File: src/rtl/johnson_pkg.sv
// Shared definitions for the Johnson-code receive path: FSM encoding,
// default width and the index-width derivation.
package johnson_pkg;

    localparam int N_DEFAULT = 4;

    typedef enum logic [1:0] {
        ACQ     = 2'd0,
        CONFIRM = 2'd1,
        LOCK    = 2'd2
    } state_t;

    // A Johnson code of width n walks 2n states, so the index needs clog2(2n) bits.
    function automatic int index_width(input int n);
        return $clog2(2 * n);
    endfunction

    localparam int IW_DEFAULT = index_width(N_DEFAULT);

endpackage

File: src/rtl/johnson_code_check.sv
// Combinational Johnson-code classifier: flags legal codes and converts
// them to a binary phase index. Reusable by any monitor on the same bus.
import johnson_pkg::*;

module johnson_code_check #(
    parameter int N  = N_DEFAULT,
    parameter int IW = index_width(N)
) (
    input  logic [N-1:0]  code,
    output logic          legal,
    output logic [IW-1:0] index
);

    logic [N-1:0] norm;
    logic [IW:0]  pop;

    // Inverting MSB=1 codes turns "ones packed at the top" into "ones packed at
    // the bottom", so one contiguity test covers both halves of the cycle.
    always_comb begin
        norm  = code[N-1] ? ~code : code;
        legal = ((norm & (norm + N'(1))) == '0);
        pop   = '0;
        for (int i = 0; i < N; i++) begin
            pop = pop + (IW+1)'(code[i]);
        end
        index = code[N-1] ? IW'((IW+1)'(2 * N) - pop) : IW'(pop);
    end

endmodule

File: src/rtl/johnson_decoder.sv
// Johnson bus receiver: decodes each strobed sample, tracks sequence lock,
// and reports wraps, illegal codes and continuity breaks.
import johnson_pkg::*;

module johnson_decoder #(
    parameter int N    = N_DEFAULT,
    parameter int ERRW = 8,
    parameter int IW   = index_width(N)
) (
    input  logic            clk,
    input  logic            clr,
    input  logic            en,
    input  logic [N-1:0]    johnson_in,
    output logic [IW-1:0]   index_out,
    output logic            locked,
    output logic            valid_out,
    output logic            illegal_err,
    output logic            seq_err,
    output logic            wrap,
    output logic [ERRW-1:0] err_count
);

    localparam logic [IW-1:0] LAST_INDEX = IW'(2 * N - 1);
    localparam logic [IW:0]   MODULUS    = (IW+1)'(2 * N);

    state_t          state;
    state_t          next_state;
    logic            legal;
    logic [IW-1:0]   sample_index;
    logic [IW:0]     diff;
    logic            in_step;

    logic [IW-1:0]   index_d;
    logic            valid_d;
    logic            illegal_d;
    logic            seq_d;
    logic            wrap_d;
    logic [ERRW-1:0] err_d;

    johnson_code_check #(
        .N  (N),
        .IW (IW)
    ) u_check (
        .code  (johnson_in),
        .legal (legal),
        .index (sample_index)
    );

    // index_out always holds the last accepted index, so it is the step reference.
    always_comb begin
        diff = (IW+1)'(sample_index) + MODULUS - (IW+1)'(index_out);
        if (diff >= MODULUS) begin
            diff = diff - MODULUS;
        end
        in_step = (diff == '0) || (diff == (IW+1)'(1));
    end

    always_ff @(posedge clk) begin
        if (clr) begin
            state <= ACQ;
        end else begin
            state <= next_state;
        end
    end

    always_comb begin
        next_state = state;
        if (en) begin
            if (!legal) begin
                next_state = ACQ;
            end else begin
                case (state)
                    ACQ:     next_state = CONFIRM;
                    CONFIRM: next_state = in_step ? LOCK : CONFIRM;
                    LOCK:    next_state = in_step ? LOCK : CONFIRM;
                    default: next_state = ACQ;
                endcase
            end
        end
    end

    always_comb begin
        valid_d   = en && legal;
        illegal_d = en && !legal;
        seq_d     = en && legal && (state == LOCK) && !in_step;
        wrap_d    = en && legal && (state == LOCK) &&
                    (index_out == LAST_INDEX) && (sample_index == '0);
        index_d   = (en && legal) ? sample_index : index_out;
        err_d     = err_count;
        if ((illegal_d || seq_d) && (err_count != '1)) begin
            err_d = err_count + ERRW'(1);
        end
    end

    always_ff @(posedge clk) begin
        if (clr) begin
            index_out   <= '0;
            valid_out   <= 1'b0;
            illegal_err <= 1'b0;
            seq_err     <= 1'b0;
            wrap        <= 1'b0;
            err_count   <= '0;
        end else begin
            index_out   <= index_d;
            valid_out   <= valid_d;
            illegal_err <= illegal_d;
            seq_err     <= seq_d;
            wrap        <= wrap_d;
            err_count   <= err_d;
        end
    end

    assign locked = (state == LOCK);

endmodule
File: config.mk
export PLATFORM = sky130hd
export DESIGN_NAME = johnson_decoder
export DESIGN_NICKNAME = d
export VERILOG_FILES = /design/src/rtl/johnson_pkg.sv /design/src/rtl/johnson_code_check.sv /design/src/rtl/johnson_decoder.sv
export SDC_FILE = /design/constraint.sdc
export NUM_CORES = 1
export LEC_CHECK = 0
export CORE_MARGIN = 8
export CORE_UTILIZATION = 45
export CTS_CLUSTER_DIAMETER = 30
export CTS_CLUSTER_SIZE = 24
export DETAILED_ROUTE_END_ITERATION = 7
export PLACE_DENSITY = 0.72
export SKIP_LAST_GASP = 1
export SLEW_MARGIN = 20
export SYNTH_ARGS = -nofsm -noshare
export SYNTH_HDL_FRONTEND = slang
export SYNTH_HIERARCHICAL = 1
export SYNTH_SLANG_ARGS = --single-unit
File: constraint.sdc
create_clock -name clk -period 4.3 [get_ports clk]
set_input_delay 0.86 -clock clk [delete_from_list [all_inputs] [get_ports clk]]
set_output_delay 0.86 -clock clk [all_outputs]
set_load 0.05 [all_outputs]
* Yosys cells after proc, flatten, opt, wreduce, memory -nomap -nowiden *
Cells that the tools add are included.

word-level totals
  register bits = 17
  input port bits = 7
  word-level logic and storage cells = 46

cells by class
  $add $sub $neg = 9
  order comparisons = 1
  equality and inequality tests = 5
  muxes and demuxes = 6
  bitwise operators = 2
  reduce and logical (&&, ||, !) cells = 16

operators with widths
  cell                 number
  $add 8x1->8 const B  1
  $logic_not 4->1      2
  $mux 4               2
  $ne 8x8->1 const B   1
  $logic_and 1x1->1    7
  $add 3x1->3          2
  $add 3x4->4 const B  1
  $add 4x1->4 const B  1
  $and 4x4->4          1
  $eq 4x1->1 const B   1
  $ge 4x4->1 const B   1
  $mux 2               2
  $not 4->4            1
  $pmux 2 s2           1
  $sub 4x3->4          1
  $sub 4x4->4 const B  1
  $eq 3x3->1 const B   1
  $logic_not 3->1      1
  $mux 3               1
  $sub 1x3->3 const A  1
  $add 1x1->2          1
  $eq 2x1->1 const B   1
  $eq 2x2->1 const B   1
  $logic_not 1->1      2
  3 further kinds      4

* Logic depth before layout (Yosys ltp) *
  word-level depth = 15
  gate-level depth with buffers = 14
  gate-level depth less buffers = 14

* Modules after synthesis *
Netlist, hierarchy kept.

by module, submodules not included
  module              times used  cells each  area an instance (um^2)  seq. area each (um^2)
  johnson_decoder     1           103         882.1                    340.3
  johnson_code_check  1           20          143.9                    0.0

* Least setup slack after synthesis *
No wires, ideal clock.

  kind = input to register
  start = in johnson_in[0]
  end = reg err_count[0]
  arrival time = 3.795 ns
  data required time = 4.177 ns
  slack = 0.381 ns
  stages on the path = 14
  buffers on the path = 0
  path through = inv_1 -> fa_1 -> inv_1 -> ha_1 -> ha_1 -> inv_1 -> ha_1 -> nand2_1 -> o21ai_0 -> fa_1 -> xor2_2 -> o211ai_4 -> a31oi_1 -> mux2_1

on the way
  cells in the longest elaborated chain, start to end = 15
  elaborated cells between the ends (all ways) = 26
  classes of those cells = add/sub (8); order compare (1); eq/ne (1); mux (3); bitwise (2); reduce/logical (11)

RTL lines
  what                                           RTL line                                      RTL
  start: declaration                             johnson_decoder.sv:13                         input logic [N-1:0] johnson_in,
  $add 1x1->2 *                                  johnson_code_check.sv:24                      pop = pop + (IW+1)'(code[i]);
  $add 3x1->3 * (2 in series)                    johnson_code_check.sv:24
  $sub 1x3->3                                    johnson_code_check.sv:26                      index = code[N-1] ? IW'((IW+1)'(2 * N) - pop) : IW'(pop);
  $mux 3 *                                       johnson_code_check.sv:26
  via sample_index[1]                            johnson_decoder.sv:29                         logic [IW-1:0] sample_index;
  $add 3x4->4 *                                  johnson_decoder.sv:51                         diff = (IW+1)'(sample_index) + MODULUS - (IW+1)'(index_out);
  $sub 4x3->4 *                                  johnson_decoder.sv:51
  $sub 4x4->4 or $ge 4x4->1 (tied branches)      johnson_decoder.sv:53, johnson_decoder.sv:52
  $mux 4 *                                       johnson_decoder.sv:52                         if (diff >= MODULUS) begin
  $eq 4x1->1 or $logic_not 4->1 (tied branches)  johnson_decoder.sv:55                         in_step = (diff == '0) || (diff == (IW+1)'(1));
  $logic_or 1x1->1 *                             johnson_decoder.sv:55
  $logic_not 1->1 *                              johnson_decoder.sv:85                         seq_d = en && legal && (state == LOCK) && !in_step;
  $logic_and 1x1->1 *                            johnson_decoder.sv:85
  $logic_or 1x1->1 *                             johnson_decoder.sv:90                         if ((illegal_d || seq_d) && (err_count != '1)) begin
  $logic_and 1x1->1 *                            johnson_decoder.sv:90
  end signal: assignment                         johnson_decoder.sv:109                        err_count <= err_d;
  end: declaration                               johnson_decoder.sv:20                         output logic [ERRW-1:0] err_count

The timed path passes the listed nets; every way through them passes the cells marked *.
A chain may end at the register's enable or synchronous reset.

* Worst setup path in the final report *
  start = in johnson_in[0]
  end = reg err_count[3]

Same word-level chain as after synthesis.

==> flow_metrics.tcl <==
set metrics [dict create \
    grt_usage 0.120 \
    period_share 0.955 \
    ys_seq_area_frac 0.332 \
    dieArea_mm2 0.00406 \
    wire_per_inst_um 13.3 \
    grt_busiest_layer "met2" \
    preCtsSetupSlack_ns -0.220 \
    cts_sinks 17 \
    dpl_cell_area_mm2 0.00136 \
    yosys_warnings 6 \
    cp.arrival_ns 4.30 \
    fmax_ghz 0.243 \
    cts_htree_levels 1 \
    die_w_um 63.8 \
    grt_max_degree 15 \
    floorplan.initialDensity 0.468 \
    nFillCells 189 \
    grt_use_met2 0.203 \
    post-route-min-period_ns 4.11 \
    critPathMaxFanout 6 \
    cap_violations 0 \
    grt_pass1_wl_um 4110 \
    rows 17 \
    grt_pass1_vias 960 \
    status "finished, final reports clean" \
    cp-start-kind "primary input" \
    io_pins 23 \
    rsz0062_at_grt "no" \
    cp-end-kind "flop" \
    finalHoldViolCount 0 \
    ctsResizeCount 0 \
    hp-class "flop to flop" \
    fin_skew_ns 0.00245 \
    globalRouteMet3Util 0.0401 \
    syn_nets 141 \
    drive_above_1_share 0.145 \
    grt_overflow_total 0 \
    ant_nets 0 \
    cts_made_buffers 3 \
    dp_hpwl_um 1940 \
    p_per_area_mw_per_mm2 287 \
    synthDistinctLibCells 34 \
    max-vdd-ir-drop_mv 0.186 \
    regArea_um2 340 \
    antenna_found_initial 0 \
    final_max_slew_viol_count 0 \
    viasPerCell 5.34 \
    clockBufferDepth 2 \
    syn_to_final_growth_pct 36.1 \
    root_buffer "clkbuf_4" \
    synth_seq_cells 17 \
    holdBufCountCts 0 \
    synth.avg_cell_area_um2 8.34 \
    netlist_area_mm2 0.00103 \
    netlist_instances 123 \
    finalSetupViolCount 0 \
    clk_latency_ns 0.29 \
    n_antenna_cell 0 \
    power_leakage_uw 0.000576 \
    io_buffers 22 \
    first_iter_violations 55 \
    core-area_mm2 0.00219 \
    cts_tree "built" \
    tightestPinTransition_ns 0.533 \
    clk_pin_slew_worst_paths_ns 0.11 \
    grt_use_met1 0.139 \
    crit_required_ns 4.49 \
    maxSlewHeadroom 0.643 \
    multi_input_area_um2 616 \
    crit_type "primary input to flop" \
    drcViolationCount 0 \
    drt-pass1-iter-count 4 \
    place_congestion 0.826 \
    routed_wl_um 2480 \
    vias 998 \
    dieHeight_um 63.8 \
    setup_ws_ns 0.193 \
    design_area_mm2 0.00140 \
    hold_slack_ns 0.483 \
    nets 178 \
    post_cts_buffers 0 \
]
[synth_stat cells (all sizes together)]
cell | instances | area, um^2
nor2b | 1 | 6.26
o211a | 1 | 10.0
clkbuf | 1 | 3.75
or3 | 1 | 6.26
nand2b | 5 | 31.3
nor2 | 9 | 33.8
a211oi | 1 | 7.51
a311oi | 2 | 17.5
o21ai | 7 | 38.8
o311a | 1 | 10.0
buf | 1 | 5.00
nand3 | 6 | 30.0
fa | 2 | 40.0
mux2i | 1 | 10.0
nor3 | 4 | 20.0
o211ai | 2 | 33.8
and4b | 1 | 10.0
and3 | 4 | 25.0
mux2 | 1 | 11.3
a31oi | 1 | 6.26
dfxtp | 17 | 340
xor2 | 1 | 16.3
ha | 9 | 113
inv | 18 | 67.6
a21oi | 10 | 50.1
nor4 | 2 | 12.5
a31o | 1 | 8.76
nand2 | 10 | 37.5
nand4b | 1 | 8.76
xnor2 | 1 | 8.76
nand4 | 1 | 6.26
[final cells by class]
class	count	area share
clock inverters	1	0.00358
inverters	18	0.0484
flip-flops and latches	17	0.244
well taps	28	0.0251
clock buffers	3	0.0161
repair buffers	34	0.222
multi-input cells	86	0.441
[through the flow]
stage / setup TNS, ns / utilization / std cells / total power (uW)
6_report: 0 / 0.637 / 187 / 401
3_5_place_dp: -1.24 / 0.622 / 183 / 315
4_1_cts: 0 / 0.634 / 187 / 403
3_3_place_gp: -0.559 / 0.622 / 183 / 311
2_1_floorplan: 0 / - / 123 / 258
5_1_grt: 0 / 0.637 / 187 / 422
[state kept, by name (all words and copies together), names as in the netlist]
| signal | count |
|---|---|
| seq_err | 1 |
| err_count | 8 |
| index_out | 3 |
| illegal_err | 1 |
| wrap | 1 |
| state | 2 |
| valid_out | 1 |
[worst paths after layout]
check,start,end,slack (ns),cells after the start
max,johnson_in[0],err_count[3],0.19,15
min,index_out[1],index_out[1],0.48,2
max reg2reg,index_out[0],err_count[3],2.23,7
min reg2reg,index_out[1],index_out[1],0.48,2
[routing by layer]
layer	routed length, um	vias up	part of all wire
met1	1060	465	0.43
met5	0	-	0
met2	1210	33	0.49
li1	-	498	-
met3	204	2	0.082
met4	12	0	0.0048
[cells by family (layout without fill, tap and decap cells)]
group / Yosys count / count (layout) / synth area share
muxes: 2 / 2 / 0.0207
AOI/OAI and AO/OA: 26 / 26 / 0.178
adders and majority gates: 11 / 11 / 0.149
DFF: 17 / 17 / 0.332
buffers and inverters: 20 / 56 / 0.0744
and+or+nand+nor: 45 / 45 / 0.222
xor gates and xnor gates: 2 / 2 / 0.0244
[report_power, final]
part	switching, uW	leakage [uW]	internal [uW]	total [uW]
Combinational	79.4	0.000420	64.9	144
Sequential	5.70	0.000138	164	169
Clock	52.7	0.0000177	34.5	87.3
Total	138	0.000576	263	401
[layout by cell type, fill, tap and decap left out]
cell type | Yosys | layout
and3_1 | 4 | 4
a311oi_1 | 2 | 2
nor2_1 | 9 | 9
nand2b_1 | 5 | 5
nand4_1 | 1 | 1
clkinv_2 | 0 | 1
a31oi_2 | 0 | 1
o311a_1 | 1 | 1
or3_1 | 1 | 1
and4b_1 | 1 | 1
a21oi_1 | 10 | 10
xor2_2 | 1 | 1
a211oi_1 | 1 | 1
fa_1 | 2 | 2
buf_4 | 0 | 12
a31o_1 | 1 | 1
xnor2_1 | 1 | 1
dfxtp_1 | 17 | 17
ha_1 | 9 | 9
nor3_1 | 4 | 4
nand3_1 | 6 | 6
o21ai_0 | 6 | 5
clkbuf_4 | 0 | 3
mux2i_1 | 1 | 1
o211a_1 | 1 | 1
nor2b_1 | 1 | 1
o211ai_4 | 1 | 1
nor4_1 | 2 | 2
mux2_1 | 1 | 1
nand2_1 | 10 | 10
nand4b_1 | 1 | 1
inv_1 | 16 | 16
o21ai_2 | 1 | 1
o21ai_1 | 0 | 1
o211ai_2 | 1 | 1
clkdlybuf4s50_1 | 0 | 22
inv_2 | 2 | 2
[worst max-delay path, stage by stage]
cell	delay, ns
clkdlybuf4s50_1	0.48
inv_1	0.06
fa_1	0.53
inv_1	0.04
ha_1	0.17
ha_1	0.26
inv_1	0.05
ha_1	0.27
nand2_1	0.07
o21ai_1	0.10
fa_1	0.53
nand2b_1	0.18
o211ai_4	0.12
o311a_1	0.38
a31o_1	0.19
No activity file was read; power rests on OpenSTA's default activity.
